## src/rtl/donut_sched_if.sv

```systemverilog
// Purpose : bundle of control, ray-setup, marcher and pixel-stream signals for donut_sched.
// Latency : n/a (wires only).
// Backpres: pixel stream uses pix_valid/pix_ready; marcher side has no backpressure.
// Modports: master = scheduler side (drives march_* and pix_*), slave = environment side.
interface donut_sched_if;
    logic               frame_go;
    logic signed [15:0] org_x, org_y, org_z;
    logic signed [15:0] ray_x0, ray_y0, ray_z;
    logic signed [15:0] col_dx, row_dy;
    logic               march_start;
    logic signed [15:0] march_px, march_py, march_pz;
    logic signed [15:0] march_rx, march_ry, march_rz;
    logic               hit;
    logic signed [15:0] light;
    logic               pix_valid;
    logic               pix_ready;
    logic [3:0]         pix_shade;
    logic [7:0]         pix_col;
    logic [7:0]         pix_row;
    logic               busy;
    logic               frame_done;

    modport master (
        input  frame_go, org_x, org_y, org_z, ray_x0, ray_y0, ray_z, col_dx, row_dy,
        input  hit, light, pix_ready,
        output march_start, march_px, march_py, march_pz, march_rx, march_ry, march_rz,
        output pix_valid, pix_shade, pix_col, pix_row, busy, frame_done
    );

    modport slave (
        output frame_go, org_x, org_y, org_z, ray_x0, ray_y0, ray_z, col_dx, row_dy,
        output hit, light, pix_ready,
        input  march_start, march_px, march_py, march_pz, march_rx, march_ry, march_rz,
        input  pix_valid, pix_shade, pix_col, pix_row, busy, frame_done
    );
endinterface

```

## src/rtl/donut_sched.sv

```systemverilog
// Purpose : per-frame pixel scheduler: issues one ray per pixel to a marcher, shades the result, streams pixels.
// Latency : MARCH_CLKS+2 cycles per pixel (START, MARCH_CLKS x MARCH, OUT) when pix_ready is held high.
// Backpres: pix_ready low holds OUT with pix_* stable; no new ray is launched until the pixel transfers.
// Ports   : clk, rst_n (async active-low), bus (donut_sched_if.master: frame setup, marcher strobe/ray, result, pixel stream, status).
// Option  : define DONUT_SCHED_DITHER_EN to add a 2x2 ordered dither to positive light before quantising.
module donut_sched #(
    parameter int COLS       = 40,
    parameter int ROWS       = 24,
    parameter int MARCH_CLKS = 8
) (
    input  logic           clk,
    input  logic           rst_n,
    donut_sched_if.master  bus
);

    typedef enum logic [1:0] {S_IDLE, S_START, S_MARCH, S_OUT} state_t;

    state_t      r_state, w_state_nxt;
    logic [3:0]  r_cnt;
    logic [7:0]  r_col, r_row;
    logic [15:0] r_ray_x0, r_col_dx, r_row_dy;
    logic [15:0] r_px, r_py, r_pz, r_rx, r_ry, r_rz;
    logic [3:0]  r_shade;
    logic        r_frame_done;

    logic        w_last_march, w_xfer, w_last_col, w_last_row;
    logic signed [16:0] w_lt_sum, w_lvl;
    logic [3:0]  w_shade;

    assign w_last_march = (r_cnt == 4'(MARCH_CLKS - 1));
    assign w_xfer       = (r_state == S_OUT) && bus.pix_ready;
    assign w_last_col   = (r_col == 8'(COLS - 1));
    assign w_last_row   = (r_row == 8'(ROWS - 1));

    // Shade quantisation in 17 bits so light near +32767 (plus dither) cannot wrap.
    always_comb begin
        w_lt_sum = {bus.light[15], bus.light};
`ifdef DONUT_SCHED_DITHER_EN
        case ({r_row[0], r_col[0]})
            2'b01:   w_lt_sum = w_lt_sum + 17'sd8;
            2'b10:   w_lt_sum = w_lt_sum + 17'sd12;
            2'b11:   w_lt_sum = w_lt_sum + 17'sd4;
            default: w_lt_sum = w_lt_sum;
        endcase
`endif
        w_lvl = (w_lt_sum >>> 4) + 17'sd1;
        if (!bus.hit)
            w_shade = 4'd0;
        else if (bus.light[15] || (bus.light == 16'sd0))
            w_shade = 4'd1;
        else if (w_lvl > 17'sd15)
            w_shade = 4'd15;
        else
            w_shade = w_lvl[3:0];
    end

    always_ff @(posedge clk or negedge rst_n) begin
        if (!rst_n) r_state <= S_IDLE;
        else        r_state <= w_state_nxt;
    end

    always_comb begin
        w_state_nxt = r_state;
        case (r_state)
            S_IDLE:  if (bus.frame_go) w_state_nxt = S_START;
            S_START: w_state_nxt = S_MARCH;
            S_MARCH: if (w_last_march) w_state_nxt = S_OUT;
            S_OUT:   if (w_xfer) w_state_nxt = (w_last_col && w_last_row) ? S_IDLE : S_START;
            default: w_state_nxt = S_IDLE;
        endcase
    end

    always_ff @(posedge clk or negedge rst_n) begin
        if (!rst_n) begin
            r_cnt        <= '0;
            r_col        <= '0;
            r_row        <= '0;
            r_ray_x0     <= '0;
            r_col_dx     <= '0;
            r_row_dy     <= '0;
            r_px         <= '0;
            r_py         <= '0;
            r_pz         <= '0;
            r_rx         <= '0;
            r_ry         <= '0;
            r_rz         <= '0;
            r_shade      <= '0;
            r_frame_done <= 1'b0;
        end else begin
            r_frame_done <= 1'b0;
            case (r_state)
                S_IDLE: if (bus.frame_go) begin
                    r_px     <= bus.org_x;
                    r_py     <= bus.org_y;
                    r_pz     <= bus.org_z;
                    r_rx     <= bus.ray_x0;
                    r_ry     <= bus.ray_y0;
                    r_rz     <= bus.ray_z;
                    r_ray_x0 <= bus.ray_x0;
                    r_col_dx <= bus.col_dx;
                    r_row_dy <= bus.row_dy;
                    r_col    <= '0;
                    r_row    <= '0;
                end
                S_START: r_cnt <= '0;
                S_MARCH: begin
                    r_cnt <= r_cnt + 4'd1;
                    if (w_last_march) r_shade <= w_shade;
                end
                S_OUT: if (bus.pix_ready) begin
                    // Ray is stepped here so it is already valid when START strobes it out.
                    if (w_last_col) begin
                        r_col <= '0;
                        r_row <= r_row + 8'd1;
                        r_rx  <= r_ray_x0;
                        r_ry  <= r_ry + r_row_dy;
                    end else begin
                        r_col <= r_col + 8'd1;
                        r_rx  <= r_rx + r_col_dx;
                    end
                    r_frame_done <= w_last_col && w_last_row;
                end
                default: ;
            endcase
        end
    end

    assign bus.march_start = (r_state == S_START);
    assign bus.march_px    = r_px;
    assign bus.march_py    = r_py;
    assign bus.march_pz    = r_pz;
    assign bus.march_rx    = r_rx;
    assign bus.march_ry    = r_ry;
    assign bus.march_rz    = r_rz;
    assign bus.pix_valid   = (r_state == S_OUT);
    assign bus.pix_shade   = r_shade;
    assign bus.pix_col     = r_col;
    assign bus.pix_row     = r_row;
    assign bus.busy        = (r_state != S_IDLE);
    assign bus.frame_done  = r_frame_done;

endmodule
```

## src/flat_wrapper.sv

```systemverilog
// flat-port wrapper written by rule: the top's interface ports become plain ports
module donut_sched_flat 
#(
    parameter int COLS       = 40,
    parameter int ROWS       = 24,
    parameter int MARCH_CLKS = 8
)
  (clk, rst_n, bus_frame_go, bus_org_x, bus_org_y, bus_org_z, bus_ray_x0, bus_ray_y0, bus_ray_z, bus_col_dx, bus_row_dy, bus_hit, bus_light, bus_pix_ready, bus_march_start, bus_march_px, bus_march_py, bus_march_pz, bus_march_rx, bus_march_ry, bus_march_rz, bus_pix_valid, bus_pix_shade, bus_pix_col, bus_pix_row, bus_busy, bus_frame_done);
  donut_sched_if bus_i ();
  input  logic clk;
  input  logic rst_n;
  input wire logic [$bits(bus_i.frame_go)-1:0] bus_frame_go;
  input wire logic [$bits(bus_i.org_x)-1:0] bus_org_x;
  input wire logic [$bits(bus_i.org_y)-1:0] bus_org_y;
  input wire logic [$bits(bus_i.org_z)-1:0] bus_org_z;
  input wire logic [$bits(bus_i.ray_x0)-1:0] bus_ray_x0;
  input wire logic [$bits(bus_i.ray_y0)-1:0] bus_ray_y0;
  input wire logic [$bits(bus_i.ray_z)-1:0] bus_ray_z;
  input wire logic [$bits(bus_i.col_dx)-1:0] bus_col_dx;
  input wire logic [$bits(bus_i.row_dy)-1:0] bus_row_dy;
  input wire logic [$bits(bus_i.hit)-1:0] bus_hit;
  input wire logic [$bits(bus_i.light)-1:0] bus_light;
  input wire logic [$bits(bus_i.pix_ready)-1:0] bus_pix_ready;
  output wire logic [$bits(bus_i.march_start)-1:0] bus_march_start;
  output wire logic [$bits(bus_i.march_px)-1:0] bus_march_px;
  output wire logic [$bits(bus_i.march_py)-1:0] bus_march_py;
  output wire logic [$bits(bus_i.march_pz)-1:0] bus_march_pz;
  output wire logic [$bits(bus_i.march_rx)-1:0] bus_march_rx;
  output wire logic [$bits(bus_i.march_ry)-1:0] bus_march_ry;
  output wire logic [$bits(bus_i.march_rz)-1:0] bus_march_rz;
  output wire logic [$bits(bus_i.pix_valid)-1:0] bus_pix_valid;
  output wire logic [$bits(bus_i.pix_shade)-1:0] bus_pix_shade;
  output wire logic [$bits(bus_i.pix_col)-1:0] bus_pix_col;
  output wire logic [$bits(bus_i.pix_row)-1:0] bus_pix_row;
  output wire logic [$bits(bus_i.busy)-1:0] bus_busy;
  output wire logic [$bits(bus_i.frame_done)-1:0] bus_frame_done;
  assign bus_i.frame_go = bus_frame_go;
  assign bus_i.org_x = bus_org_x;
  assign bus_i.org_y = bus_org_y;
  assign bus_i.org_z = bus_org_z;
  assign bus_i.ray_x0 = bus_ray_x0;
  assign bus_i.ray_y0 = bus_ray_y0;
  assign bus_i.ray_z = bus_ray_z;
  assign bus_i.col_dx = bus_col_dx;
  assign bus_i.row_dy = bus_row_dy;
  assign bus_i.hit = bus_hit;
  assign bus_i.light = bus_light;
  assign bus_i.pix_ready = bus_pix_ready;
  assign bus_march_start = bus_i.march_start;
  assign bus_march_px = bus_i.march_px;
  assign bus_march_py = bus_i.march_py;
  assign bus_march_pz = bus_i.march_pz;
  assign bus_march_rx = bus_i.march_rx;
  assign bus_march_ry = bus_i.march_ry;
  assign bus_march_rz = bus_i.march_rz;
  assign bus_pix_valid = bus_i.pix_valid;
  assign bus_pix_shade = bus_i.pix_shade;
  assign bus_pix_col = bus_i.pix_col;
  assign bus_pix_row = bus_i.pix_row;
  assign bus_busy = bus_i.busy;
  assign bus_frame_done = bus_i.frame_done;
  donut_sched #(.COLS(COLS), .ROWS(ROWS), .MARCH_CLKS(MARCH_CLKS)) u_core (.clk(clk), .rst_n(rst_n), .bus(bus_i));
endmodule
```

## config.mk

```make
export PLATFORM = sky130hd
export DESIGN_NAME = donut_sched_flat
export DESIGN_NICKNAME = d
export VERILOG_FILES = /design/src/rtl/donut_sched_if.sv /design/src/rtl/donut_sched.sv /design/src/flat_wrapper.sv
export SDC_FILE = /design/constraint.sdc
export NUM_CORES = 1
export LEC_CHECK = 0
export BUFFER_PORTS_ARGS = -buffer_cell sky130_fd_sc_hd__buf_2
export CORE_AREA = 2 2 134 136
export CTS_CLUSTER_SIZE = 14
export DETAILED_ROUTE_END_ITERATION = 10
export DIE_AREA = 0 0 136 138
export HOLD_SLACK_MARGIN = 0.03
export PLACE_DENSITY_LB_ADDON = 0.12
export SYNTH_ARGS = -nofsm -noshare
export SYNTH_HDL_FRONTEND = slang
export SYNTH_SLANG_ARGS = --single-unit
```

## constraint.sdc

```tcl
create_clock -name clk -period 2.42 [get_ports clk]
set_clock_uncertainty 0.05 [all_clocks]
set_input_delay 0.484 -clock clk [delete_from_list [all_inputs] [get_ports clk]]
set_output_delay 0.484 -clock clk [all_outputs]
set_load 0.1 [all_outputs]
```

## After elaboration in Yosys (flattened, before gate mapping)

Cells that the tools add are included.
Widths: inputs -> output; s select.

- Logic and storage cells: 72
- Bits in registers: 171
- Input bits: 149
- Output and inout bits: 120

- Equality and inequality tests: 11
- Multiplexer cells: 26
- Add/sub/neg operators: 6
- Magnitude comparators: 1
- Reductions and logical operators: 13

Operator list:

| kind | count |
|---|---|
| $mux 16 | 6 |
| $pmux 16 s2 | 2 |
| $mux 8 | 5 |
| $add 16x16->16 | 2 |
| $pmux 8 s2 | 2 |
| $gt 17x5->1 const B | 1 |
| $add 8x1->8 const B | 2 |
| $logic_not 16->1 | 1 |
| $add 12x2->13 const B | 1 |
| $mux 4 | 3 |
| $eq 8x5->1 const B | 1 |
| $eq 8x6->1 const B | 1 |
| $pmux 2 s4 | 1 |
| $pmux 4 s2 | 1 |
| $mux 2 | 3 |
| $ne 2x1->1 const B | 3 |
| $reduce_and 3->1 | 2 |
| $reduce_bool 2->1 | 3 |
| $add 4x1->4 const B | 1 |
| $eq 2x2->1 const B | 2 |
| $eq 4x3->1 const B | 1 |
| $ne 2x2->1 const B | 2 |
| $reduce_and 2->1 | 2 |
| $reduce_and 4->1 | 1 |
| other kinds (5) | 8 |

## Depth between registers and ports, before layout

Gate-level depths: netlist of run 1.

- Depth after elaboration: 5
- Mapped depth: 11

## Least setup slack after synthesis of run 1

OpenSTA, ideal clock, no wires.

- Path kind: register -> register
- Start: register u_core.r_ry[0] (netlist: u_core.bus.march_ry[0])
- End: register u_core.r_ry[12] (netlist: u_core.bus.march_ry[12])
- Arrival time: 2,695 ps
- Setup slack: -449 ps
- Buffers on the path: 0
- Clock period less this slack: 2,869 ps
- Cell stages (with the launch flop): 11
- Library setup time: 124 ps
- Data required time: 2,246 ps
- Cell sequence: dfrtp_1 -> ha_1 -> inv_1 -> fa_1 -> nor2b_1 -> o21ai_1 -> a21oi_1 -> o21ai_0 -> a31oi_1 -> mux2i_1 -> a211o_1

- Cells in the longest elaborated chain, start to end: 4

Ends and longest elaborated chain:

| element | line | RTL |
|---|---|---|
| from (decl) | donut_sched.sv:22 | `logic [15:0] r_px, r_py, r_pz, r_rx, r_ry, r_rz;` |
| from (signal assigned) | donut_sched.sv:97 | `r_ry <= bus.ray_y0;` |
| from (signal assigned) | donut_sched.sv:116 | `r_ry <= r_ry + r_row_dy;` |
| $add 16x16->16 | donut_sched.sv:116 |  |
| $mux 16 | donut_sched.sv:112 | `if (w_last_col) begin` |
| $mux 16 | donut_sched.sv:110 | `S_OUT: if (bus.pix_ready) begin` |
| $pmux 16 s2 | donut_sched.sv:91 | `case (r_state)` |

No other way between the ends. The select of a mux whose other input is x is not followed.
A chain may end at the register's enable or synchronous reset.

## Final worst setup path of run 1

- Start: register u_core.r_rx[1] (netlist: u_core.bus.march_rx[1])
- End: register u_core.r_rx[15] (netlist: u_core.bus.march_rx[15])

- Cells in the longest elaborated chain, start to end: 4

Ends and longest elaborated chain:

| element | line | RTL |
|---|---|---|
| from (decl) | donut_sched.sv:22 |  |
| from (signal assigned) | donut_sched.sv:96 | `r_rx <= bus.ray_x0;` |
| from (signal assigned) | donut_sched.sv:115 | `r_rx <= r_ray_x0;` |
| from (signal assigned) | donut_sched.sv:119 | `r_rx <= r_rx + r_col_dx;` |
| $add 16x16->16 | donut_sched.sv:119 |  |
| $mux 16 | donut_sched.sv:112 |  |
| $mux 16 | donut_sched.sv:110 |  |
| $pmux 16 s2 | donut_sched.sv:91 |  |

No other way between the ends. The select of a mux whose other input is x is not followed.

==> impl_metrics.py, run 1 <==
metrics = {
    "floorplan": {
        "ios": 269,
        "core_um2": 17500,
        "die_h_um": 138,
        "dieWidth_um": 136,
        "rows": 49,
        "dieArea_um2": 18800,
        "start_util_pct": 50.6,
    },
    "clocking": {
        "clockBufferDepth": 2,
        "path_clk_slew_ps": 70,
        "htreeDepth": 4,
        "cts_tree": "built",
        "cts.sinks": 171,
        "clock_latency_ps": 430,
        "root_buffer": "clkbuf_16",
        "cts_made_buffers": 17,
    },
    "yosys": {
        "netlist.area_leader.share_pct": 48.3,
        "syn_area_per_cell_um2": 10.9,
        "synth_cells": 817,
        "yosys_register_bits": 171,
        "synth_top_area_cell": "dfrtp_1",
        "synth_edf_count": 0,
        "ys_seq_area_share_pct": 48.3,
        "syn-cell-area_um2": 8870,
        "postSynth.asyncResetShare_pct": 100,
        "yosysUniqueCellTypes": 64,
        "synth_warnings": 0,
        "ys.flop_type": "dfrtp_1",
        "synthesis.nets": 1009,
        "synth_common_cells": "171 x dfrtp_1, 113 x mux2_2, 74 x nand2_1",
        "ys_top_cells_by_area": "dfrtp_1 48%, mux2_2 14%, ha_1 5.8%",
        "yosysMostFrequentCell": "dfrtp_1",
    },
    "hold_path": {
        "min_from": "bus_org_y[12]",
        "min_path_cells": 2,
        "worstHoldEndpoint": "u_core.bus.march_py[12]",
        "hold_path_class": "in -> reg",
    },
    "timing": {
        "finalCritPeriodShare_pct": 95.2,
        "tightest_slew_ps": 744,
        "drv_slew": 0,
        "final_hold_viol_count": 0,
        "timing.slew.headroom_pct": 50.4,
        "tns_ps": 0,
        "setup-violations-final": 0,
        "timing.fmax_mhz": 434,
        "rsz0062_at_grt": "no",
        "period_minus_slack_ps": 2300,
    },
    "global_route": {
        "grt.total_usage_pct": 23.6,
        "grt_pass1_vias": 7264,
        "grt_pass1_wl_mm": 35.6,
        "antenna_found_initial": 3,
        "overflow": 0,
        "grt_max_degree": 49,
    },
    "critical_path": {
        "r2r_cells": 8,
        "worstReg2RegStart": "u_core.bus.march_rx[1]",
        "rrSetupSlack_ps": 120,
        "cpMaxStageDelayCell": "dfrtp_2",
        "r2r_end": "u_core.bus.march_rx[15]",
        "crit_arrival_ps": 2590,
        "crit_fanout": 3,
        "crit_type": "reg -> reg",
        "critical_path_required_ps": 2710,
        "cp-end-kind": "flip-flop",
        "start_kind": "flip-flop",
        "path_cells": "ha_1, a21oi_1, nand4b_1, a211o_1, a211oi_2, nor3_1, or2_1, a211oi_2",
        "crit_path_max_incr_delay_ps": 420,
        "crit_path_frequent_cell": "a211oi_2",
    },
    "placed_design": {
        "dp_hpwl_mm": 16.3,
        "io_buffers": 268,
        "routabilityCongestion": 0.835,
    },
    "final_layout": {
        "num-fill-cells": 1476,
        "drive_above_1_share_pct": 45.1,
        "layout.nets": 1292,
        "area_delta_synth_final_pct": 28.3,
    },
    "job": {
        "maxCapViolations": 0,
    },
    "detailed_routing": {
        "firstDrtPassIters": 4,
        "antenna_left": 0,
        "wl_mm": 21.7,
        "viasPerCell": 5.33,
        "drc": 0,
        "drtIter0Drc": 410,
        "wl_per_cell_um": 16.2,
        "vias": 7158,
    },
    "run_status": {
        "status": "completed",
    },
}
[placed cells by master, fill, tap and decap left out, types with 8 or more instances in the layout]
cell type	synthesis	routed
a21o_1	11	10
a21oi_1	45	43
and3_1	11	11
buf_2	15	266
buf_4	1	24
clkbuf_16	0	17
dfrtp_1	171	146
dfrtp_2	0	23
ha_1	41	35
inv_1	21	21
mux2_2	113	113
mux2i_1	10	10
nand2_1	74	73
nand3_1	17	17
nand4_1	8	8
nor2_1	44	43
nor2b_1	13	11
nor3_1	15	15
o211ai_1	10	10
o21ai_0	65	61
or3_1	8	8
xnor2_1	12	12
xor2_1	10	10
[sequential cells by signal (all words and copies together) (netlist names), 4 cells and up]
signal                cells
u_core.bus.march_px      16
u_core.bus.march_py      16
u_core.bus.march_pz      16
u_core.bus.march_rx      16
u_core.bus.march_ry      16
u_core.bus.march_rz      16
u_core.bus.pix_col        8
u_core.bus.pix_row        8
u_core.bus.pix_shade      4
u_core.r_cnt              4
u_core.r_col_dx          16
u_core.r_ray_x0          16
u_core.r_row_dy          16
[critical path: cells and delay by family, from the launching register on]
kind / cells / cell delay [ps]
adders and majority gates: 1 / 280
DFF: 1 / 420
and+or+nand+nor: 3 / 550
AOI/OAI and AO/OA: 4 / 920
[routing by layer]
metal | share of wire, % | track usage (%)
met1 | 42 | 28.9
met2 | 50 | 40.5
met3 | 5.7 | 6.31
met4 | 1.8 | 7.18
met5 | 0.12 | 0
[metrics by stage]
| step | instances | util [%] | worst slack, ps | instance area (um2) | hold slack (ps) |
|---|---|---|---|---|---|
| 2_1_floorplan | 817 | - | -54.6 | 8900 | 138 |
| 3_3_place_gp | 1308 | 60.9 | 65.4 | 10700 | 298 |
| 3_5_place_dp | 1308 | 60.9 | 4.73 | 10700 | 296 |
| 4_1_cts | 1340 | 64.4 | 10.3 | 11300 | 220 |
| 5_1_grt | 1341 | 64.9 | 1.16 | 11400 | 222 |
| 6_report | 1342 | 64.9 | 116 | 11400 | 235 |
[layout make-up]
type,count,area (um2),share of cell area (%)
tap,229,287,2.52
timing repair buffer,298,1650,14.5
inverter,22,82.6,0.726
multi-input combinational,590,4430,39.0
antenna,1,2.50,0.0220
sequential,171,4320,37.9
clock buffer,19,443,3.89
clock inverter,12,161,1.42
[cell families (layout without fill, tap and decap cells)]
logic type                 after synthesis  after routing  synth area share [%]
and+or+nand+nor                        219            219                  12.3
xor gates and xnor gates                22             22                  2.17
adders and majority gates               43             43                  6.24
muxes                                  123            123                  15.5
DFF                                    171            171                  48.3
AOI/OAI and AO/OA                      183            183                  12.9
other                                    0              1                     0
buffers and inverters                   56            351                  2.71
[what timing repair did]
item	in CTS	in global routing
buffers inserted	0	1
hold endpoints to repair	17	0
resized for setup	1	17
pin swaps	2	6
gates cloned	0	0
endpoints found under the setup margin	2	8
hold buffers	1	0
[how the worst max path moves through the flow]
stage | startpoint | endpoint | slack [ps] | depth (start not counted)
after floorplan | u_core.bus.march_ry[1] | u_core.bus.march_ry[12] | -50 | 9
after global placement | u_core.bus.march_rx[0] | u_core.bus.march_rx[12] | 70 | 10
after detailed placement | u_core.bus.march_ry[0] | u_core.bus.march_ry[12] | 5 | 10
after CTS | u_core.bus.march_ry[0] | u_core.bus.march_ry[12] | 10 | 10
after global routing | u_core.r_state[1] | u_core.bus.march_ry[14] | 1 | 9
final | u_core.bus.march_rx[1] | u_core.bus.march_rx[15] | 120 | 8
Power of run 1 is not shown: default switching activity piles up to over one toggle a cycle in this logic, so the estimate is an artifact.
==> inputs of run 2 (changes only) <==
--- a/config.mk
+++ b/config.mk
@@ -6,10 +6,10 @@
 export NUM_CORES = 1
 export LEC_CHECK = 0
 export BUFFER_PORTS_ARGS = -buffer_cell sky130_fd_sc_hd__buf_2
-export CORE_AREA = 2 2 134 136
+export CORE_AREA = 2 2 141 143
 export CTS_CLUSTER_SIZE = 14
 export DETAILED_ROUTE_END_ITERATION = 10
-export DIE_AREA = 0 0 136 138
+export DIE_AREA = 0 0 143 145
 export HOLD_SLACK_MARGIN = 0.03
 export PLACE_DENSITY_LB_ADDON = 0.12
 export SYNTH_ARGS = -nofsm -noshare
==> constraint.sdc (replaced) <==
create_clock -name clk -period 2.05 [get_ports clk]
set_clock_uncertainty 0.05 [all_clocks]
set_input_delay 0.41 -clock clk [delete_from_list [all_inputs] [get_ports clk]]
set_output_delay 0.41 -clock clk [all_outputs]
set_load 0.1 [all_outputs]
==> run 2 against run 1 <==
Effect of this change:
- the run now ends with setup timing left
- wire length is 8.5% higher
- worst setup slack worse by 280 ps
- fmax increased by 3.9%
- global-route usage shrank 0.78 points
- die area increased by 10%
- core utilization is 0.32 points higher
- critical path depth unchanged
- flip-flop and latch count unchanged
- worst hold slack got worse by 72 ps
- non-clock buffer count grew 80
- cell area rose by 10%
- largest cell class unchanged
- highest routed layer unchanged
==> impl_metrics.py, run 2 (synthesis gave the netlist of run 1 again) <==
metrics = {
    "detailed_routing": {
        "vias": 7616,
        "firstDrtPassIters": 4,
        "antenna_left": 0,
        "viasPerCell": 5.22,
        "drtIter0Drc": 432,
        "wl_mm": 23.5,
        "drc": 0,
        "wl_per_cell_um": 16.1,
    },
    "final_layout": {
        "antenna_cells": 0,
        "layout_commonest_cell": "buf_2",
        "layout.nets": 1372,
        "final_cell_mix": "264 x buf_2, 133 x dfrtp_1, 113 x mux2_2",
        "fin_cells": 1458,
        "num-fill-cells": 1589,
        "area_delta_synth_final_pct": 41.2,
        "drive_above_1_share_pct": 54.6,
    },
    "critical_path": {
        "cp-end-kind": "flip-flop",
        "r2r_end": "u_core.bus.march_ry[15]",
        "worstReg2RegStart": "u_core.bus.march_ry[8]",
        "crit_fanout": 2,
        "crit_arrival_ps": 2510,
        "rrSetupSlack_ps": -170,
        "critical_path_required_ps": 2340,
        "start_kind": "flip-flop",
        "r2r_cells": 8,
        "crit_type": "reg -> reg",
    },
    "clocking": {
        "cts_made_buffers": 17,
        "cts_tree": "built",
        "clockBufferDepth": 2,
        "cts.sinks": 171,
        "clock_latency_ps": 420,
        "root_buffer": "clkbuf_16",
        "path_clk_slew_ps": 70,
        "htreeDepth": 4,
    },
    "timing": {
        "timing.slew.headroom_pct": 66.1,
        "setup-violations-final": 16,
        "timing.fmax_mhz": 451,
        "drv_slew": 0,
        "rsz0062_at_grt": "yes",
        "final_hold_viol_count": 0,
        "tightest_slew_ps": 513,
        "setup_slack_ps": -168,
        "finalCritPeriodShare_pct": 108,
        "period_minus_slack_ps": 2220,
    },
    "floorplan": {
        "start_util_pct": 46.2,
        "die_h_um": 145,
        "ios": 269,
        "rows": 51,
        "core_um2": 19200,
        "dieWidth_um": 143,
        "dieArea_um2": 20700,
    },
    "hold_path": {
        "worstHoldEndpoint": "u_core.r_col_dx[1]",
        "min_path_cells": 2,
        "hold_path_class": "in -> reg",
        "min_from": "bus_col_dx[1]",
    },
    "global_route": {
        "grt_pass1_wl_mm": 38.0,
        "grt_max_degree": 60,
        "grt_pass1_vias": 7784,
        "antenna_found_initial": 1,
        "overflow": 0,
        "grt.total_usage_pct": 22.8,
    },
    "placed_design": {
        "dp_cells": 1413,
        "io_buffers": 268,
        "dp_hpwl_mm": 17.5,
        "routabilityCongestion": 0.848,
    },
    "job": {
        "maxCapViolations": 0,
    },
    "run_status": {
        "status": "complete, but fails checks",
        "violations": "setup timing",
    },
}
run 2: cell types whose count changed in the layout (fill, tap and decap cells not counted), sizes merged:
cell    change
buf        +80
bufinv      -2
clkinv      +2
clkbuf      +1
diode       -1
run 2: final cells by class:
type | instances | area, um2 | share of cell area [%]
sequential | 171 | 4370 | 34.9
multi-input combinational | 590 | 4830 | 38.5
clock inverter | 12 | 115 | 0.919
tap | 265 | 332 | 2.65
clock buffer | 20 | 447 | 3.57
timing repair buffer | 378 | 2340 | 18.7
inverter | 22 | 87.6 | 0.699
run 2: repair_timing:
action / 4_1_cts / 5_1_grt
cloned: 0 / 0
pin swaps: 20 / 23
setup buffers: 6 / 7
endpoints found under the setup margin: 19 / 31
hold endpoints to repair: 29 / 0
resized for setup: 20 / 34
hold buffers: 1 / 0
run 2: through the flow:
stage	instance area, um2	hold WS [ps]	TNS (ps)	worst slack (ps)	utilization (%)
finish	12500	163	-1300	-168	65.2
floorplan	9260	64.4	-3030	-273	-
CTS	12300	144	-1340	-192	64.2
global route	12500	144	-3600	-293	65.2
detailed placement	11600	281	-1830	-254	60.5
global placement	11600	283	-1270	-219	60.5
run 2: metal layers:
layer / track usage [%] / wire (um) / vias up
li1: - / - / 3669
met1: 28.6 / 9850 / 3690
met2: 39.3 / 12000 / 207
met3: 4.72 / 1150 / 48
met4: 7.03 / 547 / 2
met5: 0 / 13 / -
run 2: how the worst max path moves through the flow:
stage                                  from                       to  slack, ps  cells after the start
floorplan            u_core.bus.march_ry[0]  u_core.bus.march_ry[12]       -270                     10
global placement     u_core.bus.march_ry[1]   u_core.bus.march_ry[7]       -220                      8
detailed placement   u_core.bus.march_ry[1]   u_core.bus.march_ry[7]       -250                      8
CTS                 u_core.bus.march_ry[10]  u_core.bus.march_ry[15]       -190                      8
global route         u_core.bus.march_rx[0]  u_core.bus.march_rx[12]       -290                     10
finish               u_core.bus.march_ry[8]  u_core.bus.march_ry[15]       -170                      8
run 2: worst max-delay path, cell delays in order (launching register included):
cell,delay (ps)
dfrtp_4,490
ha_4,270
nand2_2,50
or3_1,350
or3_4,360
a21oi_4,190
xor2_2,160
nand4b_1,100
o211ai_1,100
Power of run 2 is left out for the same reason.
